`src/rtl/rtc_pkg.sv`:
```
// Shared types and widths for the stopwatch control slice.
package rtc_pkg;

  typedef enum logic [1:0] {
    IDLE = 2'd0,
    RUN  = 2'd1,
    STOP = 2'd2,
    LAP  = 2'd3
  } rtc_state_t;

  localparam int DBNC_W = 4;

endpackage

```
`src/rtl/rtc_debounce.sv`:
```
// Button front end: 2-flop synchronizer, tick-based debounce and press pulse.
module rtc_debounce
  import rtc_pkg::*;
#(
  parameter int DEBOUNCE_TICKS = 3
) (
  input  logic i_rtcclk,
  input  logic i_reset_n,
  input  logic i_basetick,
  input  logic i_btn,
  output logic o_press
);

  localparam logic [DBNC_W-1:0] TICKS_LAST = DBNC_W'(DEBOUNCE_TICKS - 1);

  logic [1:0]        sync_q;
  logic [DBNC_W-1:0] cnt_q;
  logic              level_q;
  logic              level_d1;
  logic              level_d2;
  logic              press_q;

  // The accepted level only moves after DEBOUNCE_TICKS ticks of a stable
  // disagreement; the press pulse is taken off a delayed copy of it.
  always_ff @(posedge i_rtcclk or negedge i_reset_n) begin
    if (!i_reset_n) begin
      sync_q   <= '0;
      cnt_q    <= '0;
      level_q  <= 1'b0;
      level_d1 <= 1'b0;
      level_d2 <= 1'b0;
      press_q  <= 1'b0;
    end else begin
      sync_q <= {sync_q[0], i_btn};
      if (sync_q[1] == level_q) begin
        cnt_q <= '0;
      end else if (i_basetick) begin
        if (cnt_q == TICKS_LAST) begin
          level_q <= sync_q[1];
          cnt_q   <= '0;
        end else begin
          cnt_q <= cnt_q + 1'b1;
        end
      end
      level_d1 <= level_q;
      level_d2 <= level_d1;
      press_q  <= level_d1 & ~level_d2;
    end
  end

  assign o_press = press_q;

endmodule

```
`src/rtl/rtc_controller.sv`:
```
// Stopwatch run/stop/lap sequencer driving the BCD counter chain and display latch.
module rtc_controller
  import rtc_pkg::*;
#(
  parameter int DEBOUNCE_TICKS = 3
) (
  input  logic       i_rtcclk,
  input  logic       i_reset_n,
  input  logic       i_basetick,
  input  logic       i_startstop,
  input  logic       i_lapreset,
  output logic       o_countenb,
  output logic       o_latchcount,
  output logic       o_countinit,
  output logic       o_displayhold,
  output logic [1:0] o_state
);

  logic       ss_press;
  logic       lr_press;
  rtc_state_t state_q;
  rtc_state_t state_next;
  logic       init_next;
  logic       countenb_q;
  logic       displayhold_q;
  logic       countinit_q;

  rtc_debounce #(.DEBOUNCE_TICKS(DEBOUNCE_TICKS)) u_dbnc_ss (
    .i_rtcclk  (i_rtcclk),
    .i_reset_n (i_reset_n),
    .i_basetick(i_basetick),
    .i_btn     (i_startstop),
    .o_press   (ss_press)
  );

  rtc_debounce #(.DEBOUNCE_TICKS(DEBOUNCE_TICKS)) u_dbnc_lr (
    .i_rtcclk  (i_rtcclk),
    .i_reset_n (i_reset_n),
    .i_basetick(i_basetick),
    .i_btn     (i_lapreset),
    .o_press   (lr_press)
  );

  // Start/stop is checked first in every state, so a coincident lap/reset is dropped.
  always_comb begin
    state_next = state_q;
    init_next  = 1'b0;
    case (state_q)
      IDLE: begin
        if (ss_press)      state_next = RUN;
        else if (lr_press) init_next  = 1'b1;
      end
      RUN: begin
        if (ss_press)      state_next = STOP;
        else if (lr_press) state_next = LAP;
      end
      LAP: begin
        if (ss_press)      state_next = STOP;
        else if (lr_press) state_next = RUN;
      end
      STOP: begin
        if (ss_press) begin
          state_next = RUN;
        end else if (lr_press) begin
          state_next = IDLE;
          init_next  = 1'b1;
        end
      end
      default: state_next = IDLE;
    endcase
  end

  // Outputs are registered from the next state so they line up with state_q.
  always_ff @(posedge i_rtcclk or negedge i_reset_n) begin
    if (!i_reset_n) begin
      state_q       <= IDLE;
      countenb_q    <= 1'b0;
      displayhold_q <= 1'b0;
      countinit_q   <= 1'b0;
    end else begin
      state_q       <= state_next;
      countenb_q    <= (state_next == RUN) || (state_next == LAP);
      displayhold_q <= (state_next == LAP);
      countinit_q   <= init_next;
    end
  end

  assign o_countenb    = countenb_q;
  assign o_latchcount  = i_basetick & countenb_q;
  assign o_displayhold = displayhold_q;
  assign o_countinit   = countinit_q;
  assign o_state       = state_q;

endmodule

```
`config.mk`:
```
export PLATFORM = sky130hd
export DESIGN_NAME = rtc_controller
export DESIGN_NICKNAME = d
export VERILOG_FILES = /design/src/rtl/rtc_pkg.sv /design/src/rtl/rtc_debounce.sv /design/src/rtl/rtc_controller.sv
export SDC_FILE = /design/constraint.sdc
export NUM_CORES = 1
export LEC_CHECK = 0
export CAP_MARGIN = 10
export CORE_UTILIZATION = 56
export DETAILED_ROUTE_END_ITERATION = 8
export GPL_ROUTABILITY_DRIVEN = 0
export MAX_ROUTING_LAYER = met4
export PLACE_DENSITY_LB_ADDON = 0.3
export SLEW_MARGIN = 20
export SYNTH_ARGS = -nofsm -noshare
export SYNTH_HDL_FRONTEND = slang
export SYNTH_SLANG_ARGS = --single-unit
```
`constraint.sdc`:
```
create_clock -name i_rtcclk -period 3.4 [get_ports i_rtcclk]
set_input_delay 0.34 -clock i_rtcclk [delete_from_list [all_inputs] [get_ports i_rtcclk]]
set_output_delay 0.34 -clock i_rtcclk [all_outputs]
set_load 0.01 [all_outputs]
```
==> impl_metrics.ini, run 1 <==
[outcome]
status = complete, but fails checks
violations = design-rule violations, negative hold slack

[global_route]
grt_pass1_wl_mm = 2.24
track_usage_pct = 17.1
grt_max_degree = 26
grt-ovfl-total = 0
antenna_found_initial = 0
grt_pass1_vias = 539

[cells_and_area]
antenna_cells = 0
area_growth_pct = 14.3
drive_gt1_share_pct = 10.2
nets = 96
fillerInstances = 116
final_core_util_pct = 70.5

[worst_setup_path]
path_cells = clkdlybuf4s50_1 -> and2_1 -> clkdlybuf4s50_1
crit_path_end_kind = primary output
path_max_fanout = 14
crit_arrival_ns = 1.81
cp.buffers_inverters = 2
crit_required_ns = 3.06
criticalPathCategory = primary input to primary output
startpoint_type = primary input
slowest_stage = clkdlybuf4s50_1
path_common_cell = clkdlybuf4s50_1
slowest_delay_ns = 0.75
cpLargestDelayFamily = buffers and inverters

[timing]
hold_ws_ns = -0.0216
hold_viol = 25
finClkSkew_ns = 0.00249
finalSetupTns_ns = 0
slew_headroom_pct = 65.2
period_needed_ns = 2.15
fmaxAchievable_mhz = 466
rsz0062_at_grt = no
worst_slew_pin_slew_ns = 0.521
slew_violations = 0
post-route-period-util_pct = 63.2
setup_viol_count_final = 0

[yosys]
avgSynthCellArea_um2 = 12.8
syn_nets = 82
syn_inst = 75
synth_area_um2 = 961
synth_cell_types = 26
yosysWarningCount = 0
synth-seq-area-share_pct = 65.1
ys_ff_latch = 25

[detailed_routing]
initialDrtViolationCount = 12
wl_mm = 1.29
dr.pass1.iters = 5
viasPerCell = 5.63
vias = 585
ant_nets = 0
drc = 2
wire_per_inst_um = 12.4

[job]
max-cap-violations = 0

[clock_tree]
cts.clk_slew.worst_paths_ns = 0.12
clockRootBuffer = clkbuf_4
cts_resized = 0
cts_buffers = 3
insertion_delay_ns = 0.31
htreeDepth = 1
holdBufCountCts = 0
post_cts_buffers = 0
cts_max_path_buffers = 2
cts_tree = yes
cts_sinks = 25

[floorplanning]
die_y_um = 43.4
dieArea_um2 = 1890
core_area_um2 = 1560
fp.dieW_um = 43.4
ios = 11
initial_core_util_pct = 61.6
fp-row-count = 14

[place]
port_buffers = 10
place_hpwl_um = 922

[power]
p_leak_nw = 0.502
power.density_nw_per_um2 = 764
ir_worst_vdd_mv = 0.409

[worst_hold_path]
hold_path_class = primary input to async pin
## final cells by class
| class | count | area [µm²] | area share [%] |
|---|---|---|---|
| sequential | 25 | 626 | 56.9 |
| multi-input combinational | 47 | 323 | 29.4 |
| timing repair buffer | 10 | 95.1 | 8.66 |
| clock buffer | 3 | 22.5 | 2.05 |
| tap | 16 | 20.0 | 1.82 |
| inverter | 2 | 7.51 | 0.683 |
| clock inverter | 1 | 5.00 | 0.456 |
## logic make-up after synthesis
logic type	after synthesis	synth area share [%]
multiplexers	2	2.73
flip-flops	25	65.1
XOR/XNOR	8	7.29
AND/OR/NAND/NOR	27	15.8
buffers and inverters	3	1.30
AO/OA/AOI/OAI	8	5.21
adder cells (fa/ha/maj)	2	2.60
## registers in the layout, summed over array words and instances (netlist names), 2 cells and up
register,cells
o_state,2
u_dbnc_lr.cnt_q,4
u_dbnc_ss.cnt_q,4
u_dbnc_lr.sync_q,2
u_dbnc_ss.sync_q,2
## Yosys cell counts
master | instances | area (µm²)
or3b_2 | 1 | 8.76
a21oi_1 | 3 | 15.0
nor4b_2 | 1 | 15.0
mux2_4 | 1 | 15.0
or3_1 | 1 | 6.26
nand2_1 | 6 | 22.5
and2_1 | 1 | 6.26
inv_1 | 2 | 7.51
mux2_2 | 1 | 11.3
a21boi_0 | 1 | 7.51
dfrtp_1 | 25 | 626
nor2b_1 | 4 | 25.0
a31oi_1 | 1 | 6.26
o21bai_1 | 1 | 7.51
buf_2 | 1 | 5.00
o21ai_0 | 1 | 5.00
nor3_1 | 1 | 5.00
nor3b_1 | 2 | 15.0
nand3_1 | 2 | 10.0
ha_1 | 2 | 25.0
nand4_1 | 2 | 12.5
nor2_1 | 5 | 18.8
nand2b_1 | 1 | 6.26
xnor2_1 | 3 | 26.3
a311oi_1 | 1 | 8.76
xor2_1 | 5 | 43.8
## path summary, 6_finish.rpt
| path | from | endpoint | slack [ns] | cells after the start |
|---|---|---|---|---|
| min in group i_rtcclk | u_dbnc_lr.sync_q[0]$_DFF_PN0_ | u_dbnc_lr.sync_q[1]$_DFF_PN0_ | 0.37 | 0 |
| hold reg to reg | u_dbnc_lr.sync_q[0]$_DFF_PN0_ | u_dbnc_lr.sync_q[1]$_DFF_PN0_ | 0.37 | 0 |
| setup / recovery | i_basetick | o_latchcount | 1.25 | 3 |
| hold / removal | i_reset_n | u_dbnc_lr.level_d2$_DFF_PN0_ | -0.02 | 1 |
| max in group asynchronous | i_reset_n | u_dbnc_lr.level_q$_DFFE_PN0P_ | 3.07 | 1 |
| setup reg to reg | u_dbnc_ss.cnt_q[0]$_DFFE_PN0P_ | u_dbnc_ss.cnt_q[1]$_DFFE_PN0P_ | 1.92 | 5 |
## placed cells by master (no fill, tap or decap)
cell type / n
a21boi_0: 1
a21oi_1: 3
a311oi_1: 1
a31oi_1: 1
and2_1: 1
buf_2: 1
clkbuf_4: 3
clkdlybuf4s50_1: 9
clkinv_2: 1
dfrtp_1: 25
ha_1: 2
inv_1: 2
mux2_2: 1
mux2_4: 1
nand2_1: 6
nand2b_1: 1
nand3_1: 2
nand4_1: 2
nor2_1: 5
nor2b_1: 4
nor3_1: 1
nor3b_1: 2
nor4b_2: 1
o21ai_0: 1
o21bai_1: 1
or3_1: 1
or3b_2: 1
xnor2_1: 3
xor2_1: 5
## through the flow
stage               std cells  power (mW)  instance area (µm²)  hold WS, ns  worst slack [ns]
detailed placement        100       0.725                 1080        0.343              1.24
finish                    104       0.840                 1100      -0.0216              1.25
floorplan                  75       0.618                  961       0.0444              2.02
global route              104       0.895                 1100       0.0200              1.18
CTS                       104       0.855                 1100        0.372              1.24
global placement          100       0.710                 1080        0.333              1.28
## report_power, final
| group | switching, mW | leakage (nW) | total (mW) | internal (mW) |
|---|---|---|---|---|
| registers | 0.0771 | 0.318 | 0.469 | 0.392 |
| logic | 0.104 | 0.166 | 0.244 | 0.140 |
| clock network | 0.0825 | 0.0177 | 0.127 | 0.0440 |
| total | 0.263 | 0.502 | 0.840 | 0.576 |
## layer usage
metal / part of all wire, % / GRT usage, %
met1: 42 / 19.1
met2: 51 / 29.4
met3: 5.4 / 6.25
met4: 1.1 / 3.75
met5: 0 / -
(Power assumes the default switching activity.)
==> run 2: changes to the inputs <==
--- a/config.mk
+++ b/config.mk
@@ -6,7 +6,7 @@
 export NUM_CORES = 1
 export LEC_CHECK = 0
 export CAP_MARGIN = 10
-export CORE_UTILIZATION = 56
+export CORE_UTILIZATION = 47
 export DETAILED_ROUTE_END_ITERATION = 8
 export GPL_ROUTABILITY_DRIVEN = 0
 export MAX_ROUTING_LAYER = met4
==> constraint.sdc (replaced) <==
create_clock -name i_rtcclk -period 1.72 [get_ports i_rtcclk]
set_input_delay 0.172 -clock i_rtcclk [delete_from_list [all_inputs] [get_ports i_rtcclk]]
set_output_delay 0.172 -clock i_rtcclk [all_outputs]
set_load 0.01 [all_outputs]
==> run 2 against run 1 <==
  * The run now ends clean
  * Clock skew up 0.0057 ns
  * First-iteration DRC count down 25%
  * Largest cell class unchanged
  * Non-clock buffer count up 2
  * Critical path type unchanged
  * Highest routed layer unchanged
==> impl_metrics.ini, run 2 (synthesis results as in run 1) <==
[clock_tree]
htreeDepth = 1
cts_max_path_buffers = 2
clockRootBuffer = clkbuf_4
post_cts_buffers = 0
holdBufCountCts = 0
insertion_delay_ns = 0.30
cts_sinks = 25
cts_tree = yes
cts_resized = 0
cts_buffers = 3
cts.clk_slew.worst_paths_ns = 0.12

[cells_and_area]
nets = 98
area_growth_pct = 17.4
final_cell_mix = dfrtp_1 (25), clkdlybuf4s50_1 (10), nand2_1 (6)
antenna_cells = 0
drive_gt1_share_pct = 10.0
mostFrequentLayoutCell = dfrtp_1
instances_no_fill = 115
fillerInstances = 155
top_regs = u_dbnc_lr.cnt_q: 4 flops, u_dbnc_ss.cnt_q: 4 flops

[place]
port_buffers = 10
dp.cells = 111
place_hpwl_um = 982

[worst_hold_path]
hold_path_class = primary input to async pin

[timing]
slew_violations = 0
finClkSkew_ns = 0.00816
setup_viol_count_final = 0
period_needed_ns = 1.52
rsz0062_at_grt = no
hold_viol = 0
slew_headroom_pct = 73.3
post-route-period-util_pct = 88.3
worst_slew_pin_slew_ns = 0.398
fmaxAchievable_mhz = 658
finalSetupTns_ns = 0

[detailed_routing]
viasPerCell = 5.03
dr.pass1.iters = 4
wire_per_inst_um = 12.2
drc = 0
vias = 579
initialDrtViolationCount = 9
ant_nets = 0
wl_mm = 1.41

[outcome]
status = finished clean

[worst_setup_path]
reg2regPathDepth = 5
crit_required_ns = 1.55
startpoint_type = primary input
path_max_fanout = 2
criticalPathCategory = primary input to primary output
regToRegStartpoint = u_dbnc_ss.cnt_q[0]$_DFFE_PN0P_
crit_path_end_kind = primary output
rrSetupSlack_ns = 0.24
crit_arrival_ns = 1.35
worstReg2RegEnd = u_dbnc_ss.cnt_q[1]$_DFFE_PN0P_

[global_route]
grt_pass1_vias = 536
antenna_found_initial = 0
grt-ovfl-total = 0
grt_max_degree = 26
grt_pass1_wl_mm = 2.35
track_usage_pct = 16.2

[floorplanning]
die_y_um = 47.2
dieArea_um2 = 2230
fp.dieW_um = 47.2
initial_core_util_pct = 52.8
core_area_um2 = 1820
ios = 11
fp-row-count = 15

[power]
ir_worst_vdd_mv = 0.651
power.density_nw_per_um2 = 1470
p_leak_nw = 0.509

[job]
max-cap-violations = 0
==> run 2: cell types whose count changed in the layout (fill, tap and decap cells not counted), sizes merged <==
cell and change:
clkbuf +1, clkdlybuf4s50 +1, buf +1, clkinv -1
==> run 2: worst max-delay path by stage <==
stage	from	to	slack, ns	cells past startpoint
global placement	i_basetick	o_latchcount	0.22	3
CTS	i_basetick	o_latchcount	0.20	3
detailed placement	i_basetick	o_latchcount	0.20	3
global route	u_dbnc_ss.cnt_q[0]$_DFFE_PN0P_	u_dbnc_ss.cnt_q[1]$_DFFE_PN0P_	0.15	5
finish	i_basetick	o_latchcount	0.20	3
floorplan	u_dbnc_ss.cnt_q[0]$_DFFE_PN0P_	u_dbnc_ss.cnt_q[1]$_DFFE_PN0P_	0.34	5
==> run 2: worst max-delay path: stages <==
cell and delay [ns]:
clkdlybuf4s50_1 0.52, and2_1 0.14, clkdlybuf4s50_1 0.52
==> run 2: power by group <==
part / switching (mW) / internal (mW)
sequential: 0.155 / 0.775
combinational: 0.210 / 0.282
clock: 0.152 / 0.0904
total: 0.517 / 1.15
==> run 2: metal layers <==
metal / part of all wire [%] / track usage, %
met1: 51 / 20.6
met4: 1.6 / 8.57
met5: 0 / -
met2: 44 / 24.2
met3: 2.8 / 3.46
==> run 2: final cells by class <==
| cell class | instances | area (µm²) | area share, % |
|---|---|---|---|
| multi-input cells | 47 | 323 | 28.6 |
| clock buffers | 4 | 26.3 | 2.33 |
| inverters | 2 | 7.51 | 0.665 |
| well taps | 25 | 31.3 | 2.77 |
| flip-flops and latches | 25 | 626 | 55.4 |
| repair buffers | 12 | 115 | 10.2 |
==> run 2: per-stage QoR <==
step	hold slack (ns)	area, µm²	power (mW)	setup WS (ns)	util, %
detailed placement	0.335	1100	1.44	0.203	60.5
global route	0.237	1130	1.79	0.148	62.0
finish	0.209	1130	1.66	0.200	62.0
global placement	0.332	1100	1.41	0.218	60.5
CTS	0.207	1130	1.68	0.203	62.0
floorplan	-0.124	961	1.22	0.341	-
==> run 3: changes to the inputs <==
--- a/config.mk
+++ b/config.mk
@@ -6,8 +6,9 @@
 export NUM_CORES = 1
 export LEC_CHECK = 0
 export CAP_MARGIN = 10
-export CORE_UTILIZATION = 47
+export CORE_UTILIZATION = 53
 export DETAILED_ROUTE_END_ITERATION = 8
+export DONT_BUFFER_PORTS = 1
 export GPL_ROUTABILITY_DRIVEN = 0
 export MAX_ROUTING_LAYER = met4
 export PLACE_DENSITY_LB_ADDON = 0.3
==> run 3 against run 2 <==
  * Sequential cell count unchanged
  * Sequential share of layout area up 3.6 points
  * Register-to-register slack worse by 0.04 ns
  * Clock power up 4%
  * Total power decreased by 6.1%
  * Core utilization rose by 0.058 points
  * Worst hold slack worse by 0.19 ns
  * Die area shrank 11%
  * Non-clock buffer count down 7
  * Routed wire length grew 3.0%
  * Critical path depth up 2
  * Combinational power down 28%
  * Largest power group unchanged
==> impl_metrics.ini, run 3 (synthesis results as in run 1) <==
[outcome]
status = finished clean

[cells_and_area]
area_growth_pct = 10.3
top_regs = u_dbnc_lr.cnt_q: 4 flops, u_dbnc_ss.cnt_q: 4 flops
final_cell_mix = dfrtp_1 (25), nand2_1 (6), nor2_1 (5), xor2_1 (5)
instances_no_fill = 108
multi_input_area_um2 = 323
final_core_util_pct = 62.1
mostFrequentLayoutCell = dfrtp_1
fillerInstances = 140
drive_gt1_share_pct = 10.8
nets = 91
regArea_um2 = 626
antenna_cells = 0

[global_route]
grt-ovfl-total = 0
track_usage_pct = 18.2
antenna_found_initial = 0
grt_pass1_vias = 563
grt_max_degree = 26
grt_pass1_wl_mm = 2.48

[worst_setup_path]
crit_path_end_kind = register
cp.buffers_inverters = 1
path_max_fanout = 4
slowest_stage = or3b_2
crit_required_ns = 1.92
cpLargestDelayFamily = simple AND/OR/NAND/NOR gates
slowest_delay_ns = 0.47
criticalPathCategory = register to register
startpoint_type = register
crit_arrival_ns = 1.72
path_cells = inv_1 -> ha_1 -> or3b_2 -> a31oi_1 -> nor2_1

[clock_tree]
htreeDepth = 1
cts_buffers = 3
clockRootBuffer = clkbuf_4
cts.clk_slew.worst_paths_ns = 0.13
cts_tree = yes
post_cts_buffers = 0
cts_max_path_buffers = 2
insertion_delay_ns = 0.31
cts_sinks = 25

[detailed_routing]
wl_mm = 1.45
vias = 565
dr_wl_met3_um = 49
met2RoutedLength_um = 705
viasPerCell = 5.23
initialDrtViolationCount = 5
wire_per_inst_um = 13.4
drc = 0
ant_nets = 0
dr.pass1.iters = 3
wirelength_met1_um = 680
routed.top_layer = met4

[power]
finalPower_mw = 1.56
power.density_nw_per_um2 = 1470
ir_worst_vdd_mv = 0.880
p_leak_nw = 0.485

[floorplanning]
fp-row-count = 15
initial_core_util_pct = 56.3
core_area_um2 = 1710
fp.dieW_um = 44.6
ios = 11
dieArea_um2 = 1990
die_y_um = 44.6

[timing]
fmaxAchievable_mhz = 658
period_needed_ns = 1.52
slew_violations = 0
finalSetupTns_ns = 0
slew_headroom_pct = 64.7
hold_viol = 0
setup_viol_count_final = 0
finClkSkew_ns = 0.00472
worst_slew_pin_slew_ns = 0.530
setup_slack_ns = 0.199
rsz0062_at_grt = no
post-route-period-util_pct = 88.4

[worst_hold_path]
hold_path_class = primary input to register

[place]
post-place-ws_ns = 0.226
dp.cells = 99
place_hpwl_um = 974
port_buffers = 0

[job]
max-cap-violations = 0
## run 3: path summary, 6_finish.rpt
path / from / depth (start not counted) / slack [ns] / end
worst min-delay path: i_basetick / 2 / 0.02 / u_dbnc_lr.cnt_q[0]$_DFFE_PN0P_
worst max-delay path: u_dbnc_ss.cnt_q[0]$_DFFE_PN0P_ / 5 / 0.20 / u_dbnc_ss.cnt_q[1]$_DFFE_PN0P_
worst max register to register: u_dbnc_ss.cnt_q[0]$_DFFE_PN0P_ / 5 / 0.20 / u_dbnc_ss.cnt_q[1]$_DFFE_PN0P_
min in group asynchronous: i_reset_n / 2 / 0.36 / u_dbnc_lr.cnt_q[0]$_DFFE_PN0P_
max in group asynchronous: i_reset_n / 2 / 1.01 / u_dbnc_ss.o_press$_DFF_PN0_
worst min register to register: u_dbnc_lr.sync_q[0]$_DFF_PN0_ / 0 / 0.36 / u_dbnc_lr.sync_q[1]$_DFF_PN0_
## run 3: layer usage
metal,up-vias,GRT usage (%)
li1,264,-
met1,287,22.8
met2,12,27.6
met3,2,4.08
met4,0,9.09
met5,-,-
## run 3: power by group
group | total [mW] | switching (mW) | internal (mW)
Combinational | 0.355 | 0.166 | 0.189
Clock | 0.252 | 0.165 | 0.0868
Sequential | 0.956 | 0.181 | 0.775
Total | 1.56 | 0.512 | 1.05
## run 3: through the flow
stage          hold slack, ns  instance area, µm²
2_1_floorplan          -0.124                 961
3_3_place_gp           -0.123                 987
3_5_place_dp           -0.123                 987
4_1_cts                0.0133                1050
5_1_grt                0.0178                1060
6_report               0.0206                1060
## run 3: cell type report
class	instances	area share, %
sequential	25	59.0
multi-input combinational	47	30.5
timing repair buffer	5	4.25
tap	25	2.95
clock buffer	3	2.13
inverter	2	0.708
clock inverter	1	0.472
## run 3: worst register-to-register path, stage by stage, from the launching register on
cell     delay [ns]
dfrtp_1        0.43
inv_1          0.09
ha_1           0.16
or3b_2         0.47
a31oi_1        0.19
nor2_1         0.06
## run 3: repair_timing
| item | in CTS | in global routing |
|---|---|---|
| hold buffers | 4 | 1 |
| resized for setup | 0 | 0 |
| hold endpoints to repair | 29 | 25 |
| setup endpoints to repair | 0 | 0 |
